File: config.mk
export PLATFORM = sky130hd
export DESIGN_NAME = ac_motor_vf_sequencer
export DESIGN_NICKNAME = d
export VERILOG_FILES = /design/src/rtl/ac_motor_pkg.sv /design/src/rtl/ac_motor_ramp_tick.sv /design/src/rtl/ac_motor_vf_sequencer.sv
export SDC_FILE = /design/constraint.sdc
export NUM_CORES = 1
export LEC_CHECK = 0
export BUFFER_PORTS_ARGS = -buffer_cell sky130_fd_sc_hd__buf_2
export CORE_MARGIN = 3
export CORE_UTILIZATION = 35
export DETAILED_ROUTE_END_ITERATION = 7
export GPL_ROUTABILITY_DRIVEN = 0
export SYNTH_ARGS = -nofsm -noshare
export SYNTH_HDL_FRONTEND = slang
export SYNTH_SLANG_ARGS = --single-unit
File: constraint.sdc
create_clock -name clk -period 5.25 [get_ports clk]
set_input_delay 0.525 -clock clk [delete_from_list [all_inputs] [get_ports clk]]
set_output_delay 0.525 -clock clk [all_outputs]
set_load 0.05 [all_outputs]
File: src/rtl/ac_motor_pkg.sv
// Shared types, defaults and the V/f law for the space-vector run-control sequencer.
package ac_motor_pkg;

    typedef enum logic [2:0] {
        S_IDLE  = 3'd0,
        S_RAMP  = 3'd1,
        S_RUN   = 3'd2,
        S_STOP  = 3'd3,
        S_FAULT = 3'd4
    } state_e;

    localparam int unsigned DEFAULT_WIDTH    = 12;
    localparam int unsigned DEFAULT_U_BOOST  = 256;
    localparam int unsigned DEFAULT_VF_GAIN  = 16;
    localparam int unsigned DEFAULT_VF_SHIFT = 4;
    localparam int unsigned DEFAULT_U_MAX    = 4095;

    // Evaluated at 32 bits, which holds the WIDTH+8 bit product for WIDTH up to 23.
    function automatic int unsigned vf_law(input int unsigned freq,
                                           input int unsigned boost,
                                           input int unsigned gain,
                                           input int unsigned shift,
                                           input int unsigned umax);
        int unsigned volts;
        volts = boost + ((freq * gain) >> shift);
        return (volts > umax) ? umax : volts;
    endfunction

endpackage

File: src/rtl/ac_motor_ramp_tick.sv
// Ramp-rate prescaler: pulses tick once every RAMP_DIV cycles while run is high.
module ac_motor_ramp_tick #(
    parameter int unsigned RAMP_DIV = 1000
) (
    input  logic clk,
    input  logic rst_n,
    input  logic clr,
    input  logic run,
    output logic tick
);

    localparam int unsigned CW = (RAMP_DIV > 1) ? $clog2(RAMP_DIV) : 1;
    localparam logic [CW-1:0] LAST = CW'(RAMP_DIV - 1);

    logic [CW-1:0] count_q, count_d;

    assign tick = run && (count_q == LAST);

    always_comb begin
        count_d = count_q;
        if (clr) begin
            count_d = '0;
        end else if (run) begin
            count_d = tick ? '0 : count_q + 1'b1;
        end
    end

    always_ff @(posedge clk or negedge rst_n) begin
        if (!rst_n) begin
            count_q <= '0;
        end else begin
            count_q <= count_d;
        end
    end

endmodule

File: src/rtl/ac_motor_vf_sequencer.sv
// Start/stop/fault sequencer driving frequency and V/f-scaled u_str into the SVPWM chain.
module ac_motor_vf_sequencer
    import ac_motor_pkg::*;
#(
    parameter int unsigned WIDTH    = DEFAULT_WIDTH,
    parameter int unsigned RAMP_DIV = 1000,
    parameter int unsigned STEP     = 1,
    parameter int unsigned U_BOOST  = DEFAULT_U_BOOST,
    parameter int unsigned VF_GAIN  = DEFAULT_VF_GAIN,
    parameter int unsigned VF_SHIFT = DEFAULT_VF_SHIFT,
    parameter int unsigned U_MAX    = DEFAULT_U_MAX
) (
    input  logic             clk,
    input  logic             rst_n,
    input  logic             start,
    input  logic             stop,
    input  logic             fault,
    input  logic             fault_clr,
    input  logic [WIDTH-1:0] f_target,
    output logic [WIDTH-1:0] frequency,
    output logic [WIDTH-1:0] u_str,
    output logic             pwm_en,
    output logic             at_speed,
    output logic [2:0]       state
);

    state_e           state_q, state_d;
    logic [WIDTH-1:0] freq_q, freq_d;
    logic [WIDTH-1:0] u_q, u_d;
    logic             pwm_q, pwm_d;
    logic             at_speed_q, at_speed_d;
    logic             armed_q, armed_d;
    logic             tick, ramp_run, ramp_clr;

    logic [WIDTH:0]   freq_x, target_x, step_x, up_x, down_x, floor_x;
    logic [WIDTH-1:0] toward_target, toward_zero;

    // One extra bit of headroom so stepping never wraps before clamping.
    assign freq_x   = {1'b0, freq_q};
    assign target_x = {1'b0, f_target};
    assign step_x   = (WIDTH+1)'(STEP);
    assign up_x     = freq_x + step_x;
    assign down_x   = freq_x - step_x;
    assign floor_x  = target_x + step_x;

    assign toward_target = (freq_x < target_x)
                         ? ((up_x >= target_x) ? f_target : up_x[WIDTH-1:0])
                         : ((freq_x <= floor_x) ? f_target : down_x[WIDTH-1:0]);
    assign toward_zero   = (freq_x <= step_x) ? '0 : down_x[WIDTH-1:0];

    assign ramp_run = (state_q == S_RAMP) || (state_q == S_STOP);
    assign ramp_clr = (state_d != state_q);

    ac_motor_ramp_tick #(
        .RAMP_DIV (RAMP_DIV)
    ) u_ramp_tick (
        .clk   (clk),
        .rst_n (rst_n),
        .clr   (ramp_clr),
        .run   (ramp_run),
        .tick  (tick)
    );

    always_comb begin
        state_d = state_q;
        freq_d  = freq_q;
        armed_d = armed_q;
        if (fault) begin
            state_d = S_FAULT;
            freq_d  = '0;
        end else begin
            case (state_q)
                S_IDLE: begin
                    freq_d = '0;
                    // A start held through a fault must drop once before it counts again.
                    if (!start) armed_d = 1'b1;
                    if (start && !stop && armed_q && (f_target != '0)) state_d = S_RAMP;
                end
                S_RAMP: begin
                    if (stop) begin
                        state_d = S_STOP;
                    end else if (tick) begin
                        freq_d = toward_target;
                        if (toward_target == f_target) state_d = S_RUN;
                    end
                end
                S_RUN: begin
                    if (stop || (f_target == '0)) state_d = S_STOP;
                    else if (f_target != freq_q)  state_d = S_RAMP;
                end
                S_STOP: begin
                    if (tick) begin
                        freq_d = toward_zero;
                        if (toward_zero == '0) state_d = S_IDLE;
                    end
                end
                S_FAULT: begin
                    freq_d = '0;
                    if (fault_clr) begin
                        state_d = S_IDLE;
                        armed_d = 1'b0;
                    end
                end
                default: begin
                    state_d = S_IDLE;
                    freq_d  = '0;
                end
            endcase
        end

        pwm_d      = (state_d == S_RAMP) || (state_d == S_RUN) || (state_d == S_STOP);
        at_speed_d = (state_d == S_RUN);
        u_d        = pwm_d ? WIDTH'(vf_law(32'(freq_d), U_BOOST, VF_GAIN, VF_SHIFT, U_MAX)) : '0;
    end

    always_ff @(posedge clk or negedge rst_n) begin
        if (!rst_n) begin
            state_q    <= S_IDLE;
            freq_q     <= '0;
            u_q        <= '0;
            pwm_q      <= 1'b0;
            at_speed_q <= 1'b0;
            armed_q    <= 1'b1;
        end else begin
            state_q    <= state_d;
            freq_q     <= freq_d;
            u_q        <= u_d;
            pwm_q      <= pwm_d;
            at_speed_q <= at_speed_d;
            armed_q    <= armed_d;
        end
    end

    assign frequency = freq_q;
    assign u_str     = u_q;
    assign pwm_en    = pwm_q;
    assign at_speed  = at_speed_q;
    assign state     = state_q;

endmodule

Word-level counts from Yosys, hierarchy flattened
Index checks and enable logic that the tools add are counted.

Flip-flop bits (word level): 40. Output and inout port bits: 29.

Add/sub/neg operators: 5. Magnitude comparators: 5. Equality and inequality tests: 13. Multiplexer cells: 28. Bitwise logic cells: 1. Reductions and logical operators: 16.

Operators by type and width (number): 2-to-1 mux 12 bit (10); case mux 12 bit (3 select lines) (1); 2-to-1 mux 10 bit (3); 2-to-1 mux 3 bit (10); adder 12 x 1 -> 13 bit, second input constant (2); logical NOT 12 bit (2); case mux 3 bit (5 select lines) (1); adder 9 x 12 -> 13 bit, first input constant (1); greater-or-equal comparator 13 x 12 -> 1 bit (1); greater-than comparator 13 x 12 -> 1 bit, second input constant (1); <= comparator 12 x 13 -> 1 bit (1); == test 12 bit (1); == test 3 x 2 -> 1 bit, second input constant (4); <= comparator 12 x 1 -> 1 bit, second input constant (1); < comparator 12 bit (1); inequality test 12 bit (1); nonzero test 12 bit (1); subtractor 12 x 1 -> 12 bit, second input constant (1); adder 10 x 1 -> 10 bit, second input constant (1); == test 10 bit, second input constant (1); == test 3 x 1 -> 1 bit, second input constant (2); logical AND 1 bit (4); logical OR 1 bit (4); inequality test 2 bit, second input constant (2); 9 further kinds (11).

Longest topological paths before layout
Gate-level depths: netlist (run 1).

Depth after elaboration: 14. Mapped depth: 22.

Hierarchy
Synthesis (run 1) repeated with hierarchy kept, for this count alone.

Cell total of the unflattened synthesis: 515. Area total of the unflattened synthesis: 4202.8 um2.

Modules (own cells, without submodules): ac_motor_vf_sequencer (instances 1, cells an instance 460, area each 3667.3 um2); ac_motor_ramp_tick (instances 1, cells an instance 55, area each 535.5 um2).

Worst setup path after synthesis (run 1)
OpenSTA, ideal clock, no wires.

Path kind: register to register. Start point: register freq_q[0] (netlist: frequency[0]). End point: register u_q[5] (netlist: u_str[5]). Setup time: 125 ps. Arrival time: 4525 ps. Data required time: 5125 ps. Path slack: 600 ps. Cell stages (with the launch flop): 20. Path buffers: 2. Cell sequence: dfrtp_1 clkbuf_1 nand4_1 nor3b_1 xor2_1 ha_1 nor2b_1 a311oi_1 and3_1 buf_2 a22oi_1 a221o_1 nand2_1 ha_1 a21oi_1 o31ai_2 or4b_4 nor3_1 and3_1 o21bai_1.

Elaborated cells between the ends (all ways): 36. Those cells by class: 3 x add/sub; 5 x order compare; 5 x eq/ne; 20 x mux; 3 x reduce/logical.

RTL lines: start, declared (line ac_motor_vf_sequencer.sv:28) `logic [WIDTH-1:0] freq_q, freq_d;`; start signal, assigned (line ac_motor_vf_sequencer.sv:126) `freq_q <= freq_d;`; adder 12 x 1 -> 13 bit (line ac_motor_vf_sequencer.sv:42) `assign up_x = freq_x + step_x;`; greater-or-equal comparator 13 x 12 -> 1 bit (line ac_motor_vf_sequencer.sv:47) `? ((up_x >= target_x) ? f_target : up_x[WIDTH-1:0])`; 2-to-1 mux 12 bit (2 in series) (line ac_motor_vf_sequencer.sv:47); 2-to-1 mux 12 bit (line ac_motor_vf_sequencer.sv:82) `end else if (tick) begin`; 2-to-1 mux 12 bit (line ac_motor_vf_sequencer.sv:80) `if (stop) begin`; case mux 12 bit (3 select lines) * (line ac_motor_vf_sequencer.sv:72) `case (state_q)`; 2-to-1 mux 12 bit * (line ac_motor_vf_sequencer.sv:68) `if (fault) begin`; net freq_d[9] (line ac_motor_vf_sequencer.sv:28); adder 9 x 12 -> 13 bit * (line ac_motor_pkg.sv:25) `volts = boost + ((freq * gain) >> shift);`; greater-than comparator 13 x 12 -> 1 bit * (line ac_motor_pkg.sv:26) `return (volts > umax) ? umax : volts;`; 2-to-1 mux 12 bit * (line ac_motor_pkg.sv:26); 2-to-1 mux 12 bit * (line ac_motor_vf_sequencer.sv:113) `u_d = pwm_d ? WIDTH'(vf_law(32'(freq_d), U_BOOST, VF_GAIN, VF_SHIFT, U_MAX)) : '0;`; net u_d[5] (line ac_motor_vf_sequencer.sv:29) `logic [WIDTH-1:0] u_q, u_d;`; end signal, assigned (line ac_motor_vf_sequencer.sv:127) `u_q <= u_d;`; end, declared (line ac_motor_vf_sequencer.sv:29).

The timed path passes the listed nets; every way through them passes the cells marked *. A chain may end at the register's enable or synchronous reset.

Worst setup path after layout (run 1)
Start point: input port f_target[2]. End point: register u_q[5] (netlist: u_str[5]).

Elaborated cells between the ends (all ways): 34. Those cells by class: 2 x add/sub; 4 x order compare; 5 x eq/ne; 17 x mux; 6 x reduce/logical.

RTL lines: start, declared (line ac_motor_vf_sequencer.sv:19) `input logic [WIDTH-1:0] f_target,`; adder 12 x 1 -> 13 bit (line ac_motor_vf_sequencer.sv:44) `assign floor_x = target_x + step_x;`; <= comparator 12 x 13 -> 1 bit (line ac_motor_vf_sequencer.sv:48) `: ((freq_x <= floor_x) ? f_target : down_x[WIDTH-1:0]);`; 2-to-1 mux 12 bit (line ac_motor_vf_sequencer.sv:48); 2-to-1 mux 12 bit * (line ac_motor_vf_sequencer.sv:47); 2-to-1 mux 12 bit * (line ac_motor_vf_sequencer.sv:82); 2-to-1 mux 12 bit * (line ac_motor_vf_sequencer.sv:80); case mux 12 bit (3 select lines) * (line ac_motor_vf_sequencer.sv:72); 2-to-1 mux 12 bit * (line ac_motor_vf_sequencer.sv:68); net freq_d[9] (line ac_motor_vf_sequencer.sv:28); adder 9 x 12 -> 13 bit * (line ac_motor_pkg.sv:25); greater-than comparator 13 x 12 -> 1 bit * (line ac_motor_pkg.sv:26); 2-to-1 mux 12 bit * (line ac_motor_pkg.sv:26); 2-to-1 mux 12 bit * (line ac_motor_vf_sequencer.sv:113); net u_d[5] (line ac_motor_vf_sequencer.sv:29).

Marks and branches as above.

==> results of run 1 <==
[stage by stage]
| step | total power (W) | utilization [%] | std cells | hold slack, ns | cell area, µm² |
|---|---|---|---|---|---|
| 4_1_cts | 0.0007216 | 41.98 | 775 | 0.3930 | 5126 |
| 2_1_floorplan | 0.0003755 | - | 551 | 0.2294 | 4443 |
| 3_5_place_dp | 0.0004127 | 40.76 | 767 | 0.5371 | 4977 |
| 5_1_grt | 0.0007455 | 41.98 | 775 | 0.4221 | 5126 |
| 6_report | 0.0007154 | 41.98 | 775 | 0.3514 | 5126 |
| 3_3_place_gp | 0.0004114 | 40.76 | 767 | 0.5335 | 4977 |
[synthesized netlist by cell type (4+ instances only)]
cell type,n,area share (%)
sky130_fd_sc_hd__a211oi_1,5,0.84
sky130_fd_sc_hd__a21oi_1,29,3.3
sky130_fd_sc_hd__a221oi_1,5,0.99
sky130_fd_sc_hd__a22oi_1,5,0.84
sky130_fd_sc_hd__a31oi_1,12,1.7
sky130_fd_sc_hd__and2_1,6,0.84
sky130_fd_sc_hd__and3_1,12,1.7
sky130_fd_sc_hd__and4_1,8,1.6
sky130_fd_sc_hd__buf_2,9,1.0
sky130_fd_sc_hd__clkbuf_1,16,1.4
sky130_fd_sc_hd__dfrtp_1,39,22
sky130_fd_sc_hd__ha_1,44,12
sky130_fd_sc_hd__inv_1,34,2.9
sky130_fd_sc_hd__nand2_1,45,3.8
sky130_fd_sc_hd__nand2b_1,5,0.70
sky130_fd_sc_hd__nand3_1,25,2.8
sky130_fd_sc_hd__nand3b_1,4,0.68
sky130_fd_sc_hd__nand4_1,13,1.8
sky130_fd_sc_hd__nor2_1,27,2.3
sky130_fd_sc_hd__nor2b_1,7,0.99
sky130_fd_sc_hd__nor3_1,29,3.3
sky130_fd_sc_hd__nor3b_1,5,0.84
sky130_fd_sc_hd__o2111a_1,4,1.0
sky130_fd_sc_hd__o21ai_0,22,2.5
sky130_fd_sc_hd__o21ai_1,4,0.45
sky130_fd_sc_hd__o221ai_1,5,0.99
sky130_fd_sc_hd__o31ai_1,7,1.2
sky130_fd_sc_hd__or2_2,5,0.70
sky130_fd_sc_hd__or3_1,6,0.84
sky130_fd_sc_hd__xnor2_1,33,6.5
sky130_fd_sc_hd__xor2_1,15,3.0
[cell usage in the layout, fill, tap and decap left out, types with 6 or more instances in the layout]
cell,synthesis,layout
sky130_fd_sc_hd__dfrtp_1,39,39
sky130_fd_sc_hd__nor3_1,29,29
sky130_fd_sc_hd__o31ai_1,7,7
sky130_fd_sc_hd__xnor2_1,33,33
sky130_fd_sc_hd__buf_2,9,46
sky130_fd_sc_hd__a21oi_1,29,29
sky130_fd_sc_hd__and3_1,12,12
sky130_fd_sc_hd__a31oi_1,12,12
sky130_fd_sc_hd__nor2_1,27,27
sky130_fd_sc_hd__buf_4,0,28
sky130_fd_sc_hd__nand4_1,13,13
sky130_fd_sc_hd__inv_1,34,34
sky130_fd_sc_hd__and4_1,8,8
sky130_fd_sc_hd__and2_1,6,6
sky130_fd_sc_hd__xor2_1,15,15
sky130_fd_sc_hd__nand3_1,25,25
sky130_fd_sc_hd__or3_1,6,6
sky130_fd_sc_hd__ha_1,44,44
sky130_fd_sc_hd__nor2b_1,7,7
sky130_fd_sc_hd__o21ai_0,22,22
sky130_fd_sc_hd__nand2_1,45,45
[critical path: cells and delay by family]
kind,cells,cell delay [ns]
AND/OR/NAND/NOR,11,2.31
AO/OA/AOI/OAI,6,1.25
adder cells (fa/ha/maj),2,0.47
buffers and inverters,2,0.37
XOR/XNOR,1,0.11
[cell type report]
| class | count | area share, % |
|---|---|---|
| Inverter | 35 | 2.563 |
| Clock buffer | 6 | 2.709 |
| Tap cell | 168 | 4.101 |
| Clock inverter | 2 | 0.1953 |
| Sequential cell | 40 | 19.55 |
| Timing Repair Buffer | 74 | 8.592 |
| Multi-Input combinational cell | 450 | 62.29 |
[power groups by stage]
stage	Sequential, W	Clock, W	Combinational (W)
floorplan	0.000322	0	0.0000530
CTS	0.000315	0.000314	0.0000925
global placement	0.000321	0	0.0000906
global route	0.000316	0.000327	0.000103
detailed placement	0.000321	0	0.0000918
finish	0.000315	0.000307	0.0000933
[path summary, 6_finish.rpt]
check	slack (ns)	startpoint	end	cells after the start
hold / removal	0.35	rst_n	u_ramp_tick.count_q[6]$_DFFE_PN0P_	1
min in group clk	0.55	u_ramp_tick.count_q[1]$_DFFE_PN0P_	u_ramp_tick.count_q[1]$_DFFE_PN0P_	2
hold reg to reg	0.55	u_ramp_tick.count_q[1]$_DFFE_PN0P_	u_ramp_tick.count_q[1]$_DFFE_PN0P_	2
max in group asynchronous	4.33	rst_n	u_str[1]$_DFF_PN0_	1
setup / recovery	0.40	f_target[2]	u_str[5]$_DFF_PN0_	22
setup reg to reg	0.41	frequency[0]$_DFF_PN0_	u_str[5]$_DFF_PN0_	18
[sequential cells by signal, indices dropped and copies added (netlist names)]
| register | flops |
|---|---|
| state | 3 |
| armed_q | 1 |
| frequency | 12 |
| u_ramp_tick.count_q | 10 |
| u_str | 12 |
| pwm_en | 1 |
| at_speed | 1 |
[kinds of logic (layout without fill, tap and decap cells)]
family                     Yosys count  in the layout  synth area share [%]
xor gates and xnor gates            48             48                 9.462
adders and majority gates           44             44                 12.39
muxes                                1              1                0.2534
and+or+nand+nor                    215            215                 27.18
buffers and inverters               61            117                 5.576
AOI/OAI and AO/OA                  142            142                 22.59
DFF                                 40             40                 22.56
[metal layers]
layer | routed length [µm] | track usage, % | up-vias
met4 | 958 | 11.59 | 0
met5 | 0 | 0 | -
li1 | - | - | 2168
met2 | 6699 | 33.64 | 280
met1 | 6545 | 29.47 | 2207
met3 | 1509 | 4.258 | 82
==> summary.log, run 1 <==
qor: yosys.syn_inst 551
qor: clock_tree.cts_setup_buffers 0
qor: timing.fin_crit_sh 92.44%
qor: floorplan.die_w 118.7 µm
qor: global_route.globalRoute.totalOverflow 0
qor: place.preCtsSetupSlack 0.2316 ns
qor: power_and_ir_drop.combinational_power_share 13.0%
qor: worst_setup_path.max_stage_delay 0.52 ns
qor: timing.rsz0062_at_grt no
qor: drt.first_iter_violations 530
qor: power_and_ir_drop.p_seq_share 44.1%
qor: worst_setup_path.crit_arrival 5.05 ns
qor: global_route.grt_max_degree 41
qor: worst_setup_path.timing.critical_path.from_type input port
qor: timing.worst_slew_pin_slew 1.190 ns
qor: worst_setup_path.timing.setup.critical_path_class input port to flip-flop
qor: power_and_ir_drop.switching_share 26.04%
qor: timing.min_period 4.853 ns
qor: timing.final-hold-violation-count 0
qor: timing.slew_viol_final 0
qor: final_layout.regArea 0.001002 mm²
qor: floorplan.fp.coreArea 0.01221 mm²
qor: run_status.outcome finished clean
qor: clock_tree.cts_tree done
qor: drt.number_of_design_rule_violations_left_after_detail_routing 0
qor: power_and_ir_drop.net-switching-power 0.0001863 W
qor: drt.totalWireLength 15710 µm
qor: final_layout.design.final.nets 668
qor: timing.finalClockSkew 0.002953 ns
qor: global_route.antenna_found_initial 0
qor: drt.drt_pass1_iterations 8
qor: power_and_ir_drop.cellLeakagePower 2.438 nW
qor: yosys.yosysWarnings 0
qor: timing.setup-violations-final 0
qor: yosys.synth_ff_type sky130_fd_sc_hd__dfrtp_1
qor: clock_tree.clk_path_buf_depth 2
qor: power_and_ir_drop.power.ir.vdd_worst 0.1527 mV
qor: power_and_ir_drop.clock_power_share 42.9%
qor: drt.post_route_antenna_net_violation_count 0
qor: global_route.grt_first_pass_wirelength 25110 µm
qor: floorplan.floorplan.io_pins 47
qor: timing.final.setup.worst_slack 0.3970 ns
qor: place.post-dp-hpwl 12240 µm
qor: yosys.synth_fp_nets 613
qor: clock_tree.clk_latency 0.28 ns
qor: worst_setup_path.critical_path_fanout_max 9
qor: global_route.grt_pass1_vias 4597
qor: final_layout.count_of_inserted_antenna_diode_cells 0
qor: clock_tree.deepest_level_of_the_cts_h_tree 2
qor: final_layout.multi_input_comb_area 0.003193 mm²
qor: yosys.number_of_enable_type_register_cells_in_the_synthesized_netlist 0
qor: yosys.ys_ff_latch 40
qor: power_and_ir_drop.internal_power 0.0005292 W
qor: worst_setup_path.cp.required 5.45 ns
qor: drt.vias 4737
qor: yosys.synthesis.area_per_instance 8.064 µm²
qor: drt.viasPerCell 6.112
qor: yosys.seq_area_frac_synth 22.56%
qor: place.portBuffers 46
qor: yosys.ys_async_sr_fraction 100.0%
qor: hold_path.hp-class input port to async pin
qor: timing.slew-limit-headroom 20.07%
qor: final_layout.layout-area-overhead-vs-synth 15.38%
qor: floorplan.die_h 118.7 µm
qor: global_route.grt_use_total 22.06%
qor: clock_tree.cts-buffers-inserted 5
qor: clock_tree.path_clk_slew 0.06 ns
qor: floorplan.initial_core_util 36.38%
qor: worst_setup_path.worst_path_cell_trace buf_2, nand3_1, nor3_1, buf_4, nand2_1, nor4_1, xnor2_1, ha_1, nand3_1, nor3_1, nand4_1, a21bo_1, nor2_1, a221o_1, nand2_1, ha_1, a21oi_1, o31ai_2, or4b_4, nor4_4, o21ai_2, o21bai_1
qor: worst_setup_path.critical_path.slowest_cell sky130_fd_sc_hd__or4b_4
qor: final_layout.fill_cells 1249
qor: timing.max_freq 206.1 MHz
qor: yosys.post_synth_instance_area 0.004443 mm²
qor: clock_tree.post_cts_hold_buffer_count 0
qor: timing.fin_setup_tns 0 ns
qor: floorplan.rows 40
qor: yosys.ys_types 72
qor: floorplan.design.die.area 0.01408 mm²
qor: clock_tree.clock_sinks 40
qor: power_and_ir_drop.powerDensity 139.6 mW/mm²
qor: job.max_cap_viol_count 0
qor: clock_tree.ctsRootBufferMaster sky130_fd_sc_hd__clkbuf_16
qor: final_layout.share_of_layout_cells_above_drive_strength_1 17.30%
qor: drt.drt-wirelength-per-cell 20.27 µm
qor: clock_tree.post_cts_resized 0
qor: worst_setup_path.crit_path_end_kind flip-flop
No activity file was read; power rests on OpenSTA's default activity.
==> run 2: changes to the inputs <==
- CORE_MARGIN: 3 -> unset
- clock period: 5.25 -> 4.9 ns (I/O delays scaled with it)
==> run 2 against run 1 <==
Clock skew about the same. Critical path type is now flip-flop to flip-flop. Critical endpoint is now u_str[6]$_DFF_PN0_. First-iteration DRC count increased by 2.5%. Hold slack got worse by 0.014 ns.
==> summary.log, run 2 (synthesis gave the netlist of run 1 again) <==
qor: run_status.outcome finished clean
qor: timing.rsz0062_at_grt no
qor: final_layout.layout_common_cells 46 x sky130_fd_sc_hd__buf_2, 45 x sky130_fd_sc_hd__nand2_1, 44 x sky130_fd_sc_hd__ha_1
qor: hold_path.hp-class input port to async pin
qor: floorplan.die_w 114.7 µm
qor: worst_setup_path.worst_path_cell_trace ha_1, and3_1, and3_1, xnor2_2, inv_1, ha_1, nand4_1, a31oi_4, o21a_1, o31ai_1, a221o_1, nand2_1, ha_1, a21oi_1, o31ai_2, or4b_4, nor3_1, and3_1, o21bai_1
qor: power_and_ir_drop.power.ir.vdd_worst 0.1218 mV
qor: worst_setup_path.timing.setup.critical_path_class flip-flop to flip-flop
qor: drt.drt-wirelength-per-cell 20.12 µm
qor: timing.final.setup.worst_slack 0.2458 ns
qor: place.post-dp-hpwl 12200 µm
qor: drt.viasPerCell 6.055
qor: clock_tree.cts_tree done
qor: global_route.grt_max_degree 41
qor: final_layout.layout-area-overhead-vs-synth 17.74%
qor: clock_tree.cts_setup_buffers 0
qor: final_layout.count_of_inserted_antenna_diode_cells 0
qor: clock_tree.deepest_level_of_the_cts_h_tree 2
qor: clock_tree.post_cts_resized 0
qor: worst_setup_path.critical_path.slowest_cell sky130_fd_sc_hd__or4b_4
qor: floorplan.initial_core_util 36.38%
qor: final_layout.design.final.nets 674
qor: floorplan.design.die.area 0.01315 mm²
qor: clock_tree.post_cts_hold_buffer_count 0
qor: floorplan.rows 40
qor: global_route.grt_first_pass_wirelength 24250 µm
qor: timing.slew-limit-headroom 25.81%
qor: worst_setup_path.critical_path_fanout_max 7
qor: timing.max_freq 214.9 MHz
qor: global_route.antenna_found_initial 0
qor: timing.fin_crit_sh 94.98%
qor: timing.worst_slew_pin_slew 1.104 ns
qor: global_route.globalRoute.totalOverflow 0
qor: clock_tree.ctsRootBufferMaster sky130_fd_sc_hd__clkbuf_16
qor: timing.min_period 4.654 ns
qor: drt.post_route_antenna_net_violation_count 0
qor: final_layout.share_of_layout_cells_above_drive_strength_1 19.90%
qor: place.preCtsSetupSlack 0.02745 ns
qor: power_and_ir_drop.powerDensity 146.9 mW/mm²
qor: final_layout.mostFrequentLayoutCell sky130_fd_sc_hd__buf_2
qor: job.max_cap_viol_count 0
qor: clock_tree.clock_sinks 40
qor: worst_setup_path.crit_path_end_kind flip-flop
qor: final_layout.fill_cells 1248
qor: timing.slew_viol_final 0
qor: timing.setup-violations-final 0
qor: clock_tree.path_clk_slew 0.06 ns
qor: floorplan.floorplan.io_pins 47
qor: worst_setup_path.timing.critical_path.from_type flip-flop
qor: timing.fin_setup_tns 0 ns
qor: power_and_ir_drop.cellLeakagePower 2.466 nW
qor: drt.vias 4729
qor: clock_tree.clk_latency 0.29 ns
qor: clock_tree.clk_path_buf_depth 2
qor: worst_setup_path.cp.required 5.06 ns
qor: place.portBuffers 46
qor: drt.number_of_design_rule_violations_left_after_detail_routing 0
qor: floorplan.fp.coreArea 0.01221 mm²
qor: worst_setup_path.max_stage_delay 0.52 ns
qor: clock_tree.cts-buffers-inserted 5
qor: drt.totalWireLength 15720 µm
qor: timing.fin_hold_ws 0.3371 ns
qor: floorplan.die_h 114.7 µm
qor: drt.first_iter_violations 543
qor: timing.finalClockSkew 0.002813 ns
qor: worst_setup_path.crit_arrival 4.82 ns
qor: global_route.grt_pass1_vias 4545
qor: global_route.grt_use_total 24.18%
qor: drt.drt_pass1_iterations 5
qor: timing.final-hold-violation-count 0
## run 2: cell types whose count changed in the layout (fill, tap and decap cells not counted), moves of 2 or more
cell                      before  now
sky130_fd_sc_hd__buf_4        28   34
sky130_fd_sc_hd__dfrtp_1      39   37
sky130_fd_sc_hd__dfrtp_2       0    2
sky130_fd_sc_hd__nor3_1       29   25
sky130_fd_sc_hd__nor3_2        2    6
## run 2: report_power, final
part / switching, W / leakage [nW] / internal, W / total [W]
logic: 0.0000700 / 1.84 / 0.0000333 / 0.000103
registers: 0.00000159 / 0.549 / 0.000334 / 0.000336
clock network: 0.000129 / 0.0766 / 0.000201 / 0.000329
## run 2: layout make-up
class	instances	area [µm²]	share of cell area (%)
clock inverter	2	10.01	0.1913
multi-input combinational	450	3251	62.14
timing repair buffer	80	485.5	9.280
clock buffer	6	138.9	2.655
inverter	35	131.4	2.511
tap	168	210.2	4.018
sequential	40	1005	19.21
## run 2: worst max-delay path: cells and delay by family (launching register included)
family,cells,cell delay [ns]
AND/OR/NAND/NOR,7,1.70
adder cells (fa/ha/maj),3,0.79
XOR/XNOR,1,0.26
AO/OA/AOI/OAI,7,1.21
buffers and inverters,1,0.10
flip-flops,1,0.46
## run 2: metrics by stage
stage / cell area, µm² / util [%] / power (W) / instances
after floorplan: 4443 / - / 0.0004023 / 551
after global placement: 5022 / 41.13 / 0.0004395 / 773
after detailed placement: 5022 / 41.13 / 0.0004415 / 773
after CTS: 5171 / 42.35 / 0.0007754 / 781
after global routing: 5231 / 42.84 / 0.0008010 / 781
final: 5231 / 42.84 / 0.0007683 / 781
## run 2: final timing paths
kind / startpoint / endpoint / slack (ns) / cells past startpoint
max: frequency[0]$_DFF_PN0_ / u_str[6]$_DFF_PN0_ / 0.25 / 19
min in group clk: start / armed_q$_DFFE_PN1P_ / 0.50 / 4
min reg2reg: armed_q$_DFFE_PN1P_ / armed_q$_DFFE_PN1P_ / 0.55 / 2
max in group asynchronous: rst_n / frequency[0]$_DFF_PN0_ / 3.92 / 1
min: rst_n / u_ramp_tick.count_q[4]$_DFFE_PN0P_ / 0.34 / 1
max reg2reg: frequency[0]$_DFF_PN0_ / u_str[6]$_DFF_PN0_ / 0.25 / 19
## run 2: routing by layer
metal | vias up | routed length, µm | GRT usage, %
li1 | 2168 | - | -
met1 | 2241 | 6613 | 30.20
met2 | 246 | 6962 | 37.25
met3 | 74 | 1290 | 6.935
met4 | 0 | 849 | 13.77
met5 | - | 0 | 0
